File: src/rtl/asic_function_arbiter.sv
// asic_function_arbiter
// Round-robin arbiter and sequencer sharing one ASIC nonlinear-function port
// among NUM_REQ requesters. An accepted operand is driven to the ASIC, held
// for SETTLE_CYCLES, then launched with a one-cycle start pulse. Completion is
// a rising edge of asic_done; a watchdog aborts hung operations. The result
// (or a zero with rsp_timeout set) is returned to the granted requester.
module asic_function_arbiter #(
  parameter int NUM_REQ        = 4,
  parameter int DATA_WIDTH     = 32,
  parameter int SETTLE_CYCLES  = 2,
  parameter int TIMEOUT_CYCLES = 1024
) (
  input  logic                          S_AXI_ACLK,
  input  logic                          Local_Reset,
  input  logic [NUM_REQ-1:0]            req_valid,
  input  logic [NUM_REQ*DATA_WIDTH-1:0] req_data,
  output logic [NUM_REQ-1:0]            req_ready,
  output logic [NUM_REQ-1:0]            rsp_valid,
  input  logic [NUM_REQ-1:0]            rsp_ready,
  output logic [DATA_WIDTH-1:0]         rsp_data,
  output logic                          rsp_timeout,
  output logic [DATA_WIDTH-1:0]         asic_data_out,
  output logic                          asic_start,
  input  logic                          asic_done,
  input  logic [DATA_WIDTH-1:0]         asic_data_in,
  output logic                          busy,
  output logic [$clog2(NUM_REQ)-1:0]    grant_id,
  output logic [15:0]                   timeout_count
);

  localparam int IDW = $clog2(NUM_REQ);
  localparam int SCW = (SETTLE_CYCLES > 1) ? $clog2(SETTLE_CYCLES) : 1;
  localparam int WDW = (TIMEOUT_CYCLES > 1) ? $clog2(TIMEOUT_CYCLES) : 1;

  localparam logic [IDW-1:0] LAST_INIT   = IDW'(NUM_REQ - 1);
  localparam logic [SCW-1:0] SETTLE_LAST = SCW'((SETTLE_CYCLES > 0) ? SETTLE_CYCLES - 1 : 0);
  localparam logic [SCW-1:0] SC_ONE      = SCW'(1);
  localparam logic [WDW-1:0] WD_LAST     = WDW'(TIMEOUT_CYCLES - 1);
  localparam logic [WDW-1:0] WD_ONE      = WDW'(1);

  typedef enum logic [2:0] {
    ST_IDLE    = 3'd0,
    ST_SETTLE  = 3'd1,
    ST_START   = 3'd2,
    ST_WAIT    = 3'd3,
    ST_RESPOND = 3'd4
  } state_t;

  // With no settle time the operand goes straight to the start pulse.
  localparam state_t ACCEPT_NEXT = (SETTLE_CYCLES == 0) ? ST_START : ST_SETTLE;

  // One-hot decode of a requester index.
  function automatic logic [NUM_REQ-1:0] onehot(input logic [IDW-1:0] idx);
    onehot = {{(NUM_REQ-1){1'b0}}, 1'b1} << idx;
  endfunction

  // Round-robin search starting just after the last grant; returns {found, index}.
  function automatic logic [IDW:0] rr_pick(input logic [NUM_REQ-1:0] valid,
                                           input logic [IDW-1:0]     last);
    logic           found;
    logic [IDW-1:0] idx;
    logic [IDW-1:0] pick;
    int             pos;
    found = 1'b0;
    pick  = {IDW{1'b0}};
    for (int k = 1; k <= NUM_REQ; k++) begin
      pos = (int'(last) + k) % NUM_REQ;
      idx = IDW'(pos);
      if (!found && valid[idx]) begin
        found = 1'b1;
        pick  = idx;
      end
    end
    return {found, pick};
  endfunction

  state_t                  state_r;
  state_t                  state_next_s;
  logic [IDW-1:0]          last_grant_r;
  logic [IDW-1:0]          grant_id_r;
  logic [SCW-1:0]          settle_cnt_r;
  logic [WDW-1:0]          wd_r;
  logic                    done_q_r;
  logic                    asic_start_r;
  logic [DATA_WIDTH-1:0]   asic_data_out_r;
  logic [DATA_WIDTH-1:0]   rsp_data_r;
  logic                    rsp_timeout_r;
  logic [15:0]             timeout_count_r;

  logic                    rr_found_s;
  logic [IDW-1:0]          rr_idx_s;
  logic                    edge_s;
  logic                    wd_expire_s;
  logic                    rsp_hs_s;
  logic [NUM_REQ-1:0]      req_ready_s;
  logic [NUM_REQ-1:0]      rsp_valid_s;
  logic                    busy_s;

  assign {rr_found_s, rr_idx_s} = rr_pick(req_valid, last_grant_r);

  // Only a fresh rising edge of done counts; a level left high is ignored.
  assign edge_s      = asic_done & ~done_q_r;
  assign wd_expire_s = (wd_r == WD_LAST);
  assign rsp_hs_s    = rsp_ready[grant_id_r];

  // Next-state selection for the operation sequencer.
  always_comb begin
    state_next_s = state_r;
    case (state_r)
      ST_IDLE: begin
        if (rr_found_s) state_next_s = ACCEPT_NEXT;
        else            state_next_s = ST_IDLE;
      end
      ST_SETTLE: begin
        if (settle_cnt_r == SETTLE_LAST) state_next_s = ST_START;
        else                             state_next_s = ST_SETTLE;
      end
      ST_START: begin
        state_next_s = ST_WAIT;
      end
      ST_WAIT: begin
        if (edge_s || wd_expire_s) state_next_s = ST_RESPOND;
        else                       state_next_s = ST_WAIT;
      end
      ST_RESPOND: begin
        if (rsp_hs_s) state_next_s = ST_IDLE;
        else          state_next_s = ST_RESPOND;
      end
      default: begin
        state_next_s = ST_IDLE;
      end
    endcase
  end

  // Handshake and status decode; req_ready is the only combinational accept path.
  always_comb begin
    req_ready_s = {NUM_REQ{1'b0}};
    rsp_valid_s = {NUM_REQ{1'b0}};
    busy_s      = (state_r != ST_IDLE);
    if ((state_r == ST_IDLE) && rr_found_s && !Local_Reset) begin
      req_ready_s = onehot(rr_idx_s);
    end else begin
      req_ready_s = {NUM_REQ{1'b0}};
    end
    if (state_r == ST_RESPOND) begin
      rsp_valid_s = onehot(grant_id_r);
    end else begin
      rsp_valid_s = {NUM_REQ{1'b0}};
    end
  end

  // Sequencer state register.
  always_ff @(posedge S_AXI_ACLK or posedge Local_Reset) begin
    if (Local_Reset) begin
      state_r <= ST_IDLE;
    end else begin
      state_r <= state_next_s;
    end
  end

  // Datapath: operand launch, settle/watchdog counting, result capture, bookkeeping.
  always_ff @(posedge S_AXI_ACLK or posedge Local_Reset) begin
    if (Local_Reset) begin
      last_grant_r    <= LAST_INIT;
      grant_id_r      <= {IDW{1'b0}};
      settle_cnt_r    <= {SCW{1'b0}};
      wd_r            <= {WDW{1'b0}};
      done_q_r        <= 1'b0;
      asic_start_r    <= 1'b0;
      asic_data_out_r <= {DATA_WIDTH{1'b0}};
      rsp_data_r      <= {DATA_WIDTH{1'b0}};
      rsp_timeout_r   <= 1'b0;
      timeout_count_r <= 16'h0000;
    end else begin
      // done_q tracks the level in every state so a stale high never looks like an edge.
      done_q_r     <= asic_done;
      asic_start_r <= (state_next_s == ST_START);
      case (state_r)
        ST_IDLE: begin
          if (rr_found_s) begin
            asic_data_out_r <= req_data[rr_idx_s*DATA_WIDTH +: DATA_WIDTH];
            grant_id_r      <= rr_idx_s;
            settle_cnt_r    <= {SCW{1'b0}};
          end
        end
        ST_SETTLE: begin
          settle_cnt_r <= settle_cnt_r + SC_ONE;
        end
        ST_START: begin
          wd_r <= {WDW{1'b0}};
        end
        ST_WAIT: begin
          // A completion edge on the expiry cycle takes priority over the abort.
          if (edge_s) begin
            rsp_data_r    <= asic_data_in;
            rsp_timeout_r <= 1'b0;
          end else if (wd_expire_s) begin
            rsp_data_r    <= {DATA_WIDTH{1'b0}};
            rsp_timeout_r <= 1'b1;
            if (timeout_count_r != 16'hFFFF) begin
              timeout_count_r <= timeout_count_r + 16'd1;
            end
          end else begin
            wd_r <= wd_r + WD_ONE;
          end
        end
        ST_RESPOND: begin
          if (rsp_hs_s) begin
            last_grant_r <= grant_id_r;
          end
        end
        default: begin
        end
      endcase
    end
  end

  assign req_ready     = req_ready_s;
  assign rsp_valid     = rsp_valid_s;
  assign busy          = busy_s;
  assign rsp_data      = rsp_data_r;
  assign rsp_timeout   = rsp_timeout_r;
  assign asic_data_out = asic_data_out_r;
  assign asic_start    = asic_start_r;
  assign grant_id      = grant_id_r;
  assign timeout_count = timeout_count_r;

endmodule
File: config.mk
export PLATFORM = sky130hd
export DESIGN_NAME = asic_function_arbiter
export DESIGN_NICKNAME = d
export VERILOG_FILES = /design/src/rtl/asic_function_arbiter.sv
export SDC_FILE = /design/constraint.sdc
export NUM_CORES = 1
export LEC_CHECK = 0
export CELL_PAD_IN_SITES_DETAIL_PLACEMENT = 1
export CELL_PAD_IN_SITES_GLOBAL_PLACEMENT = 1
export CORE_ASPECT_RATIO = 1.5
export CORE_UTILIZATION = 40
export DETAILED_ROUTE_END_ITERATION = 12
export DONT_BUFFER_PORTS = 1
export PLACE_DENSITY = 0.84
export SYNTH_ARGS = -nofsm -noshare
export SYNTH_HDL_FRONTEND = slang
export SYNTH_SLANG_ARGS = --single-unit
export TNS_END_PERCENT = 30
File: constraint.sdc
create_clock -name S_AXI_ACLK -period 3.1 [get_ports S_AXI_ACLK]
set_clock_uncertainty 0.2 [all_clocks]
set_input_delay 0.31 -clock S_AXI_ACLK [delete_from_list [all_inputs] [get_ports S_AXI_ACLK]]
set_output_delay 0.31 -clock S_AXI_ACLK [all_outputs]
set_load 0.02 [all_outputs]
* Word-level counts from Yosys, hierarchy flattened
Cells that the tools add are included.
** Storage, ports and cells
- Word-level logic and storage cells :: 94
- Register bits after elaboration :: 101
- Input port bits :: 171
** Operators by class
- Bitwise logic cells :: 3
- Eq/ne operators :: 10
- Add/subtract/negate cells :: 7
- Muxes and demuxes :: 34
- Shifts and indexed selects :: 3
- Order comparisons :: 5
- Reductions and logical operators :: 21
** Operators with widths (count)
- $shiftx A128 B8 Y32 :: 1
- $mux W32 :: 2
- $mux W10 :: 2
- $pmux W10 S2 :: 1
- $add A16 B1 Y16 const B :: 1
- $ne A16 B16 Y1 const B :: 1
- $lt A2 B3 Y1 const B :: 5
- $pmux W3 S5 :: 1
- $mux W1 :: 13
- $add A10 B1 Y10 const B :: 1
- $bmux W1 S2 :: 5
- $eq A10 B10 Y1 const B :: 1
- $mux W2 :: 5
- $eq A3 B2 Y1 const B :: 3
- $mux W4 :: 2
- $reduce_and A2 Y1 :: 4
- $shl A1 B2 Y4 const A :: 2
- $mux W3 :: 2
- $ne A2 B2 Y1 const B :: 3
- $reduce_bool A2 Y1 :: 3
- $logic_and A1 B1 Y1 :: 5
- $add A2 B1 Y2 const B :: 2
- $add A2 B2 Y2 const B :: 2
- $logic_not A1 Y1 :: 4
- other kinds (11) :: 12

* Depth between registers and ports, before layout
- Depth after elaboration :: 16
- Gate-level depth with buffers :: 8
- Depth with buffers taken out :: 6

* Worst setup path before layout
OpenSTA, ideal clock, no wires.
- Path kind :: input -> output
- From :: input Local_Reset
- To :: output req_ready[0]
- Required time :: 2.590 ns
- Stages on the path :: 2
- Slack :: -0.364 ns
- Data arrival time :: 2.954 ns
- Cell sequence :: inv_1 and3_1
** On the way
- Longest elaborated chain between the ends :: 3
** RTL lines
- from (decl) :: line 14 : input logic Local_Reset,
- $logic_not A1 Y1 (no line)
- $logic_and A1 B1 Y1 :: line 140 : if ((state_r == ST_IDLE) && rr_found_s && !Local_Reset) begin
- $mux W4 :: line 140
- to (decl) :: line 17 : output logic [NUM_REQ-1:0] req_ready,
No other way between the ends.

* Worst setup path after layout
- From :: register last_grant_r[0]
- To :: register asic_data_out_r[13] (netlist: asic_data_out[13])
** On the way
- Longest elaborated chain between the ends :: 14
- Elaborated cells on any way between the ends :: 28
- Classes of those cells :: add/sub (4); shift (1); mux (16); reduce/logical (7)
** RTL lines
- from (decl) :: line 79 : logic [IDW-1:0] last_grant_r;
- from (signal assigned) :: line 209 : last_grant_r <= grant_id_r;
- $add A2 B1 Y2 :: line 67 : pos = (int'(last) + k) % NUM_REQ;
- $bmux W1 S2 :: line 69 : if (!found && valid[idx]) begin
- $mux W1 (implied by the code) :: line 69
- $mux W1 :: line 69
- $logic_not A1 Y1 :: line 69
- $logic_and A1 B1 Y1 :: line 69
- $mux W1 :: line 69
- $logic_not A1 Y1 :: line 69
- $logic_and A1 B1 Y1 :: line 69
- $mux W1 :: line 69
- $logic_not A1 Y1 :: line 69
- $logic_and A1 B1 Y1 :: line 69
- $mux W2 / $mux W1 (equally long branches) :: line 69
- $shiftx A128 B8 Y32 / $reduce_and A2 Y1 (equally long branches)
- to (signal assigned) :: line 170 : asic_data_out_r <= {DATA_WIDTH{1'b0}};
- to (signal assigned) :: line 181 : asic_data_out_r <= req_data[rr_idx_s*DATA_WIDTH +: DATA_WIDTH];
- to (decl) :: line 85 : logic [DATA_WIDTH-1:0] asic_data_out_r;
Parallel ways exist; a longest one is shown, timed or not. The select of a mux whose other input is x is not followed.
A chain may end at the register's enable or synchronous reset.

==> flow_summary_export.csv <==
group,metric,value,unit
logic_synthesis,synth_area_leader_cell,"dfrtp_1",
global_routing,grt_pass1_wl,24.8,mm
routing,dr.first_iter.drc_count,101,
final_layout,seqCellArea,2530,µm²
routing,vias_per_cell,6.21,
final_layout,stdcell_count,686,
critical_path,worstSetupPathType,"flip-flop to flip-flop",
global_routing,gr-total-overflow,0,
critical_path,cp.arrival,2950,ps
final_layout,area_delta_synth_final,17.1,%
sta,rsz0062_at_grt,"false",
routing,vias,4257,
routing,wirelength,16.6,mm
routing,drc_errors,0,
sta,fin_crit_sh,93.8,%
global_routing,grtUsageTotal,24.4,%
logic_synthesis,syn_avg_cell_area,10.6,µm²
critical_path,critPathLaunchType,"flip-flop",
logic_synthesis,yosysWarnings,0,
critical_path,path_max_fanout,19,
power,p_leak,2.55,nW
power,powerDensity,930,nW/µm²
place,dp_cells,625,
sta,tightest_slew,892,ps
sta,finalSetupTns,0,ps
cts,clkSinkCount,101,
global_routing,grt_use_met2,43.3,%
critical_path,cp-end-kind,"flip-flop",
job,cap_viol_max_count,0,
cts,cts_max_level,3,
power,power,5.64,mW
logic_synthesis,synth_flop_cell,"dfrtp_1",
die,ioPinCount,264,
global_routing,use_met1,27.6,%
logic_synthesis,ys_types,55,
cts,cts_made_buffers,9,
routing,detail-route-antenna-nets,0,
logic_synthesis,synth_nets,662,
logic_synthesis,async_flop_share,100,%
cts,cts_root_buf,"clkbuf_16",
final_layout,multiInputGateArea,2470,µm²
min_path,hold_path_class,"input pin to flip-flop",
logic_synthesis,synth_top_area_share,47.8,%
final_layout,fillers,1341,
die,initial_core_util,41.2,%
sta,finalCriticalPeriod,2910,ps
outcome,status,"finished clean",
cts,clk_latency,340,ps
die,core,12600,µm²
sta,report.final.slew_viol_count,0,
place,dp_hpwl,12.3,mm
final_layout,drive_gt1_share,10.0,%
routing,dr.pass1.iters,4,
cts,clockBufferDepth,2,
cts,tritoncts,"yes",
min_path,holdPathStages,2,
global_routing,grt_pass1_vias,4597,
logic_synthesis,syn_area,5180,µm²
logic_synthesis,synthTopCellsByArea,"dfrtp_1 48%, mux2i_1 6.6%, a22o_1 5.4%",
die,die-area,13400,µm²
final_layout,fin_util,48.3,%
final_layout,final_nets,696,
critical_path,worstPathRequired,3140,ps
sta,hold_viol,0,
sta,fmax,344,MHz
logic_synthesis,synth-edff-count,0,
cts,clk_pin_slew,70,ps
sta,slew_headroom,40.5,%
logic_synthesis,syn_inst,489,
die,row_count,50,
routing,wl_per_cell,24.2,µm
global_routing,grt-busiest-layer,"met2",
cts,postCtsSetupBuffers,0,
global_routing,antenna_found_initial,3,
logic_synthesis,ys_seq_area_share,48.8,%
logic_synthesis,ys_ff_latch,101,
global_routing,grt_max_degree,69,
place,place.gp.congestion,0.813,
sta,setup_violations,0,
power,irDropWorstVdd,0.378,mV
global_routing,met3_usage,6.91,%
die,die_h,141,µm
place,port_buffers,0,
die,dieWidth,95.0,µm
critical_path,ff2ff_path_depth,7,
[logic make-up after synthesis]
logic type | after synthesis | synth area share (%)
AOI/OAI and AO/OA | 120 | 18.6
xor gates and xnor gates | 17 | 2.87
adders and majority gates | 2 | 0.483
buffers and inverters | 40 | 4.01
DFF | 101 | 48.8
muxes | 38 | 7.65
and+or+nand+nor | 171 | 17.6
[per-stage QoR]
stage          setup slack (ps)  hold WS (ps)  area (µm²)
2_1_floorplan               333           141        5190
6_report                    193          11.9        6070
5_1_grt                    1.01          1.77        6070
3_3_place_gp                591           120        5340
3_5_place_dp                513           142        5340
4_1_cts                     157        0.0989        6060
[sequential cells by signal, indices dropped and copies added (netlist names)]
| name | flops |
|---|---|
| rsp_timeout | 1 |
| asic_start | 1 |
| asic_data_out | 32 |
| last_grant_r | 2 |
| rsp_data | 32 |
| done_q_r | 1 |
| settle_cnt_r | 1 |
| grant_id | 2 |
| wd_r | 10 |
| state_r | 3 |
| timeout_count | 16 |
[power by group]
group | internal (mW) | switching [mW]
registers | 1.83 | 1.03
logic | 0.744 | 0.975
clock network | 0.554 | 0.516
[critical path, stage by stage (launching register included)]
cell	delay, ps
dfstp_2	560
nand2b_1	140
a21bo_2	180
and3_2	580
buf_12	250
mux2i_1	80
dlygate4sd3_1	550
a211oi_1	250
[per-layer routing]
layer  up-vias  wire length (µm)
li1       1891                 -
met1      2112              6210
met2       230              8610
met3        22              1490
met4         2               289
met5         -                10
[Yosys cell counts, types with 5 or more instances]
cell type,instances
buf_2,7
nand2_1,22
xor2_1,12
a211oi_1,33
a22o_1,32
o21ai_0,7
nand3_1,13
inv_1,5
and2_1,33
clkbuf_1,20
xnor2_1,5
nor2_1,52
and3_1,5
dfrtp_1,99
a221oi_1,31
buf_6,5
nor3_1,9
nor4_1,5
mux2i_1,34
[cell type report]
type                    count  share of cell area (%)
multi-input cells         348                    40.8
inverters                   5                   0.371
clock inverters             7                    1.01
repair buffers             58                    9.15
well taps                 156                    3.22
diodes                      2                  0.0825
clock buffers               9                    3.71
flip-flops and latches    101                    41.7
[path summary, 6_finish.rpt]
path | from | to | slack [ps]
max | last_grant_r[0]$_DFFE_PP1P_ | asic_data_out[13]$_DFFE_PP0N_ | 190
min | req_data[43] | asic_data_out[11]$_DFFE_PP0N_ | 10
max reg2reg | last_grant_r[0]$_DFFE_PP1P_ | asic_data_out[13]$_DFFE_PP0N_ | 190
min reg2reg | last_grant_r[1]$_DFFE_PP1P_ | last_grant_r[1]$_DFFE_PP1P_ | 330
max in group asynchronous | Local_Reset | wd_r[2]$_DFFE_PP0P_ | 1520
min in group asynchronous | Local_Reset | asic_data_out[5]$_DFFE_PP0N_ | 390
[placed cells by master, fill, tap and decap left out, types with 5 or more instances in the layout]
cell type      synthesis  final
a211oi_1              33     33
a221oi_1              31     31
a22o_1                32     32
and2_1                33     33
buf_4                  2     14
clkbuf_16              0      9
dfrtp_1               99     99
dlygate4sd3_1          0     43
mux2i_1               34     34
nand2_1               22     22
nand3_1               13     13
nor2_1                52     51
nor3_1                 9      9
nor4_1                 5      5
o21ai_0                7      6
xnor2_1                5      5
xor2_1                12     12
[repair_timing]
item	CTS	global route
resized for setup	0	1
hold buffers	43	0
endpoints found under the setup margin	0	1
endpoints found under the hold margin	81	0
Power figures use the tool's default switching activity.
